--- src/rtl/reg_file_param.sv ---
// Parametrised register file: DEPTH x WIDTH storage, byte-enabled write port, two combinational read ports.
// Optional write-to-read forwarding is built when REG_FILE_BYPASS_EN is defined.
module reg_file_param #(
    parameter int unsigned WIDTH   = 32,
    parameter int unsigned DEPTH   = 32,
    parameter int unsigned AW      = 5,
    parameter bit          ZERO_R0 = 1'b1
) (
    input  logic                 clk,
    input  logic                 rst,
    input  logic                 wr_en,
    input  logic [AW-1:0]        wr_addr,
    input  logic [WIDTH/8-1:0]   wr_be,
    input  logic [WIDTH-1:0]     in,
    input  logic [AW-1:0]        rd_addr_a,
    input  logic [AW-1:0]        rd_addr_b,
    output logic [WIDTH-1:0]     out_a,
    output logic [WIDTH-1:0]     out_b
);

    localparam int unsigned NB = WIDTH / 8;

    logic [WIDTH-1:0] mem_q [DEPTH];
    logic [WIDTH-1:0] mem_d [DEPTH];
    logic             wr_valid_s;

    function automatic logic addr_ok(input logic [AW-1:0] a);
        return 32'(a) < 32'(DEPTH);
    endfunction

    // An address is readable storage unless out of range or the hardwired-zero entry.
    function automatic logic addr_live(input logic [AW-1:0] a);
        return addr_ok(a) && !(ZERO_R0 && (a == {AW{1'b0}}));
    endfunction

    function automatic logic [WIDTH-1:0] read_port(input logic [AW-1:0] a);
        logic [WIDTH-1:0] v;
        v = {WIDTH{1'b0}};
        if (addr_live(a)) begin
            v = mem_q[a];
`ifdef REG_FILE_BYPASS_EN
            if (wr_valid_s && (a == wr_addr)) begin
                for (int k = 0; k < NB; k++) begin
                    if (wr_be[k]) begin
                        v[8*k +: 8] = in[8*k +: 8];
                    end else begin
                        v[8*k +: 8] = mem_q[a][8*k +: 8];
                    end
                end
            end else begin
                v = mem_q[a];
            end
`endif
        end else begin
            v = {WIDTH{1'b0}};
        end
        return v;
    endfunction

    // Qualify the write: reset, out-of-range and zero-entry writes are dropped.
    always_comb begin
        wr_valid_s = wr_en && !rst && addr_live(wr_addr);
    end

    // Next-state storage: byte-lane merge of the write data into the addressed entry.
    always_comb begin
        for (int i = 0; i < DEPTH; i++) begin
            mem_d[i] = mem_q[i];
        end
        if (wr_valid_s) begin
            for (int k = 0; k < NB; k++) begin
                if (wr_be[k]) begin
                    mem_d[wr_addr][8*k +: 8] = in[8*k +: 8];
                end else begin
                    mem_d[wr_addr][8*k +: 8] = mem_q[wr_addr][8*k +: 8];
                end
            end
        end else begin
            for (int i = 0; i < DEPTH; i++) begin
                mem_d[i] = mem_q[i];
            end
        end
    end

    // Storage flops; reset wins over any same-edge write.
    always_ff @(posedge clk) begin
        if (rst) begin
            for (int i = 0; i < DEPTH; i++) begin
                mem_q[i] <= {WIDTH{1'b0}};
            end
        end else begin
            for (int i = 0; i < DEPTH; i++) begin
                mem_q[i] <= mem_d[i];
            end
        end
    end

    // Combinational read ports.
    always_comb begin
        out_a = read_port(rd_addr_a);
        out_b = read_port(rd_addr_b);
    end

endmodule
--- config.mk ---
export PLATFORM = sky130hd
export DESIGN_NAME = reg_file_param
export DESIGN_NICKNAME = d
export VERILOG_FILES = /design/src/rtl/reg_file_param.sv
export SDC_FILE = /design/constraint.sdc
export NUM_CORES = 2
export LEC_CHECK = 0
export ABC_AREA = 1
export CORE_UTILIZATION = 30
export DETAILED_ROUTE_END_ITERATION = 6
export PLACE_DENSITY = 0.48
export SLEW_MARGIN = 25
export SYNTH_ARGS = -nofsm -noshare
export SYNTH_HDL_FRONTEND = slang
export SYNTH_SLANG_ARGS = --single-unit
--- constraint.sdc ---
create_clock -name clk -period 3.13 [get_ports clk]
set_input_delay 0.626 -clock clk [delete_from_list [all_inputs] [get_ports clk]]
set_output_delay 0.626 -clock clk [all_outputs]
set_load 0.02 [all_outputs]
Word-level counts from Yosys, hierarchy flattened
Memory sizes are Yosys's and may differ from the RTL's.
Cells that the tools add are included.
W data, S select, Z words.

storage, ports and cells
  memory bits (read-only) = 0
  register bits = 0
  memories = 1
  logic and storage cells = 105
  bits in writable memories = 1024
  output and inout port bits = 64
  bits in latches = 0

operators by class
  bitwise operators = 33
  equality and inequality tests = 0
  reduce and logical (&&, ||, !) cells = 8
  divide/modulo/power cells = 0
  multiply operators = 0
  add/sub/neg operators = 0
  $lt $le $gt $ge = 2
  shift-type cells = 0
  muxes and demuxes = 61

memories
  memory  words  bits a word  read ports  clocked after Yosys merged registers in  write ports  RTL line  source
  mem_q   32     32           35          0                                        32           23        logic [WIDTH-1:0] mem_q [DEPTH];

operator list
  operator              number
  $bwmux W1024          8
  $mux W1024            8
  $mux W32              35
  $demux W32 S5         4
  $or A1 B1 Y1          32
  $mux W24              1
  $mux W16              1
  $logic_not A5 Y1      3
  $mux W8               1
  $ge A6 B6 Y1 const B  1
  $lt A6 B1 Y1 const B  1
  $not A5 Y6            1
  $logic_and A1 B1 Y1   3
  $mux W1               3
  $logic_not A1 Y1      2

Logic depth before layout (Yosys ltp)
  depth in word-level cells = 18
  gate-level depth with buffers = 16
  mapped depth without buffers = 11

Worst setup path before layout
Ideal clock, no wire load.

  path kind = input -> output
  start = in rd_addr_b[1]
  end = out out_b[5]
  required time = 2.504 ns
  stages = 9
  slack = 0.180 ns
  arrival time = 2.324 ns
  cells stage by stage = clkbuf_1 > inv_1 > clkbuf_1 > clkbuf_1 > clkbuf_1 > a21oi_1 > o21ai_0 > nand2_1 > a21oi_1

on the way
  longest elaborated chain between the ends = 2

RTL lines
  element                                                     RTL line  source
  from (decl)                                                 16        input logic [AW-1:0] rd_addr_b,
  $mem_v2 Z32 W32 / $logic_not A5 Y1 (equally long branches)  -
  $mux W32 *                                                  39        if (addr_live(a)) begin
  to (decl)                                                   18        output logic [WIDTH-1:0] out_b

Mark *: on every way between the ends. The rest lies on a longest branch, timed or not.

Worst setup path after layout
  start = in rd_addr_b[0]
  end = out out_b[19]

Same word-level chain as after synthesis.

==> summary.txt <==
Run status
  – Status: finished with violations
  – Failing checks: design-rule violations, negative setup slack

Clock network
  – CTS Sinks: 1024
  – Clk buf depth: 3
  – CTS Hold Bufs: 0
  – CTS root buf: clkbuf_16
  – CTS tree: yes
  – Later-pin clock latency in the skew report: 820 ps
  – Clock buffer count from CTS: 133
  – Clock H-tree levels: 4
  – Clock slew at reported path FFs: 60 ps

Logic synthesis
  – Post-synth EDFFs: 0
  – Synth cell types: 31
  – Seq/Total Area, Yosys: 32.2%
  – Synth warn: 0
  – Cell taking the most area after synthesis: dfxtp_1
  – Cell with the most instances after synthesis: nand2_1
  – Syn Nets: 10900
  – Leading cell types by count after synthesis: nand2_1, o21ai_0, a21oi_1
  – Yosys top cell area share: 32.2%
  – Cell count after synthesis: 10800
  – Post-synth ARST share: 0%
  – Ranking of synthesized cells by area: dfxtp_1, nand2_1, o21ai_0
  – Mapped cell area: 63700 um^2
  – Syn Area/Cell: 5.88 um^2
  – Register bit count reported by yosys: 1024
  – Synth Flop Type: dfxtp_1

Setup path
  – Worst r2r src: mem_q[27][18]$_SDFFE_PP0P_
  – CP max stage cell: a21oi_4
  – Crit Path Max Fanout: 8
  – WP buf/inv: 8
  – Worst Setup SP: rd_addr_b[0]
  – Data required time of the worst path: 2500 ps
  – Setup crit end: out_b[19]
  – Worst path max stage delay: 380 ps
  – CP endpoint kind: primary output
  – CP startpoint kind: input port
  – Top delay family on crit path: buffers and inverters
  – Worst setup path category: input port to primary output
  – Crit path cell chain: buf_16 > buf_12 > buf_12 > buf_12 > buf_16 > buf_8 > buf_6 > o21ai_1 > nand3_1 > nand2_1 > a21oi_2 > a21oi_4 > buf_6
  – Worst R2R End: mem_q[26][18]$_SDFFE_PP0P_
  – Worst reg-to-reg setup slack: 1340 ps
  – Worst Path Arrival: 2580 ps
  – Most used cell, CP: buf_12
  – Crit path depth: 13
  – Cells on worst reg2reg path: 11

Die
  – Initial core utilization: 30.3%
  – Die H: 463 um
  – Die Wd: 463 um
  – Rows: 168
  – IO Pins: 118
  – Die area: 214000 um^2
  – Core footprint: 210000 um^2

Timing
  – Setup Viol. Count Final: 10
  – Clock skew: 41.2 ps
  – Period utilization: 103%
  – Measured slew at the worst slew-check pin: 732 ps
  – Sum Neg Setup Slack: -246 ps
  – Hold slack: 431 ps
  – Worst Setup Slack, final: -80.3 ps
  – Max-slew violation count: 0
  – Max Fclk: 0.311 GHz
  – Hold Vio Cnt, Final: 0
  – RSZ-0062 raised after global routing: yes
  – Slew HR: 51.2%
  – Minimum clock period: 3210 ps

Drt
  – Routed WL: 356 mm
  – Detailed Routing Iterations Pass 1: 7
  – WL per Instance: 25.8 um
  – Routed vias: 78600
  – Via-per-instance ratio: 5.70
  – ANT nets after route: 0
  – DRC Markers: 1
  – Drt initial violations: 10300

Flow run
  – Maxcap violations: 0

Place
  – Placement Cell Area: 73400 um^2
  – Pre-CTS WS: -705 ps
  – GPL Wtd Cong: 0.924
  – Post-detail-place hpwl: 218 mm
  – Buffers added on ports: 117
  – Placed insts: 13400

GRT
  – Total grt overflow: 0
  – Antenna violations before repair: 18
  – Overall Global Routing Usage: 31.3%
  – Number of global-route vias before repair: 69900
  – First-pass GRT wire length: 502 mm
  – Largest net degree at the start of global routing: 128

Finish
  – Largest register FFs: 1024
  – Layout Nets: 10900
  – Fin area: 80900 um^2
  – Largest Register: mem_q
  – Non-filler cells, final: 13800
  – Biggest regs: mem_q (1024)
  – Layout cells sized above 1: 12.0%
  – Filler instances: 22200
  – Synthesis-to-finish area growth: 27.1%

Power
  – LEAKAGE: 33.2 nW
  – Internal power: 25.4 mW
  – Logic pwr share: 17.4%
  – Power Dens Cells: 448 nW/um^2
  – Seq pwr share: 36.5%
  – Psw: 10.8 mW
  – Maximum VDD drop: 0.527 mV
  – Switching share of power: 29.9%
  – Share of power burned in the clock network: 46.1%

Worst hold path
  – Hold Path Class: input port to flop
[final cells by class]
| cell class | count | area, um^2 | share of cell area (%) |
|---|---|---|---|
| timing repair buffer | 931 | 12500 | 15.5 |
| timing repair inverter | 3 | 31.3 | 0.0387 |
| tap | 2805 | 3510 | 4.34 |
| clock inverter | 33 | 562 | 0.694 |
| sequential | 1024 | 20500 | 25.3 |
| clock buffer | 199 | 4050 | 5.00 |
| inverter | 238 | 1020 | 1.26 |
| antenna | 31 | 77.6 | 0.0959 |
| multi-input combinational | 8529 | 38600 | 47.7 |
[power groups by stage]
stage | Sequential (mW) | Combinational, mW | Clock (mW)
2_1_floorplan | 13.5 | 2.62 | 0
3_3_place_gp | 13.5 | 5.59 | 0
3_5_place_dp | 13.5 | 5.59 | 0
4_1_cts | 13.2 | 5.94 | 16.8
5_1_grt | 13.2 | 6.52 | 17.3
6_report | 13.2 | 6.33 | 16.7
[worst min-delay path by stage]
stage	endpoint	depth (start not counted)	slack, ps	startpoint
floorplan	mem_q[0][10]$_SDFFE_PP0P_	2	430	mem_q[0][10]$_SDFFE_PP0P_
global placement	mem_q[0][15]$_SDFFE_PP0P_	2	450	mem_q[0][15]$_SDFFE_PP0P_
detailed placement	mem_q[0][26]$_SDFFE_PP0P_	2	460	mem_q[0][26]$_SDFFE_PP0P_
CTS	mem_q[0][4]$_SDFFE_PP0P_	3	380	rst
global route	mem_q[0][9]$_SDFFE_PP0P_	3	400	rst
finish	mem_q[0][4]$_SDFFE_PP0P_	3	430	rst
[timing repair]
action                                  CTS  global route
cloned                                   23            22
pin swaps                                22            50
resized for setup                       208           194
endpoints found under the setup margin   61            62
buffers inserted                         31            20
[metrics by stage]
step | util [%] | total power [mW]
final | 38.5 | 36.3
after global routing | 38.5 | 37.1
after CTS | 37.9 | 36.0
after detailed placement | 34.9 | 19.1
after global placement | 34.9 | 19.1
after floorplan | - | 16.1
[tightest hold or removal path: stages]
cell and delay, ps:
buf_2 200, buf_4 260, nor2_1 120
[cells in the final DEF (no fill, tap or decap), drive strengths merged, types with 13 or more instances in the layout]
cell	count
o211ai	13
clkbuf	230
o31ai	32
o21ai	1767
or2	32
inv	240
nor2	538
nand3	916
buf	843
nor3	16
bufinv	15
diode	31
clkdlybuf4s50	40
dfxtp	1024
a21oi	1531
bufbuf	15
nand2	3626
clkinv	15
o22ai	50
[cells by family (layout without fill, tap and decap cells)]
family / Yosys count / count (layout) / share of synthesized area [%]
AO/OA/AOI/OAI: 3401 / 3401 / 27.0
buffers and inverters: 1274 / 1404 / 8.15
flip-flops: 1024 / 1024 / 32.2
other: 0 / 31 / 0
AND/OR/NAND/NOR: 5128 / 5128 / 32.6
[layer usage]
layer	up-vias	wire, um	global-route usage [%]
met3	1027	33500	5.54
met4	4	23900	18.7
met1	36900	147000	41.6
li1	36100	-	-
met5	-	24	0
met2	4495	152000	47.1
(Power assumes the default switching activity.)
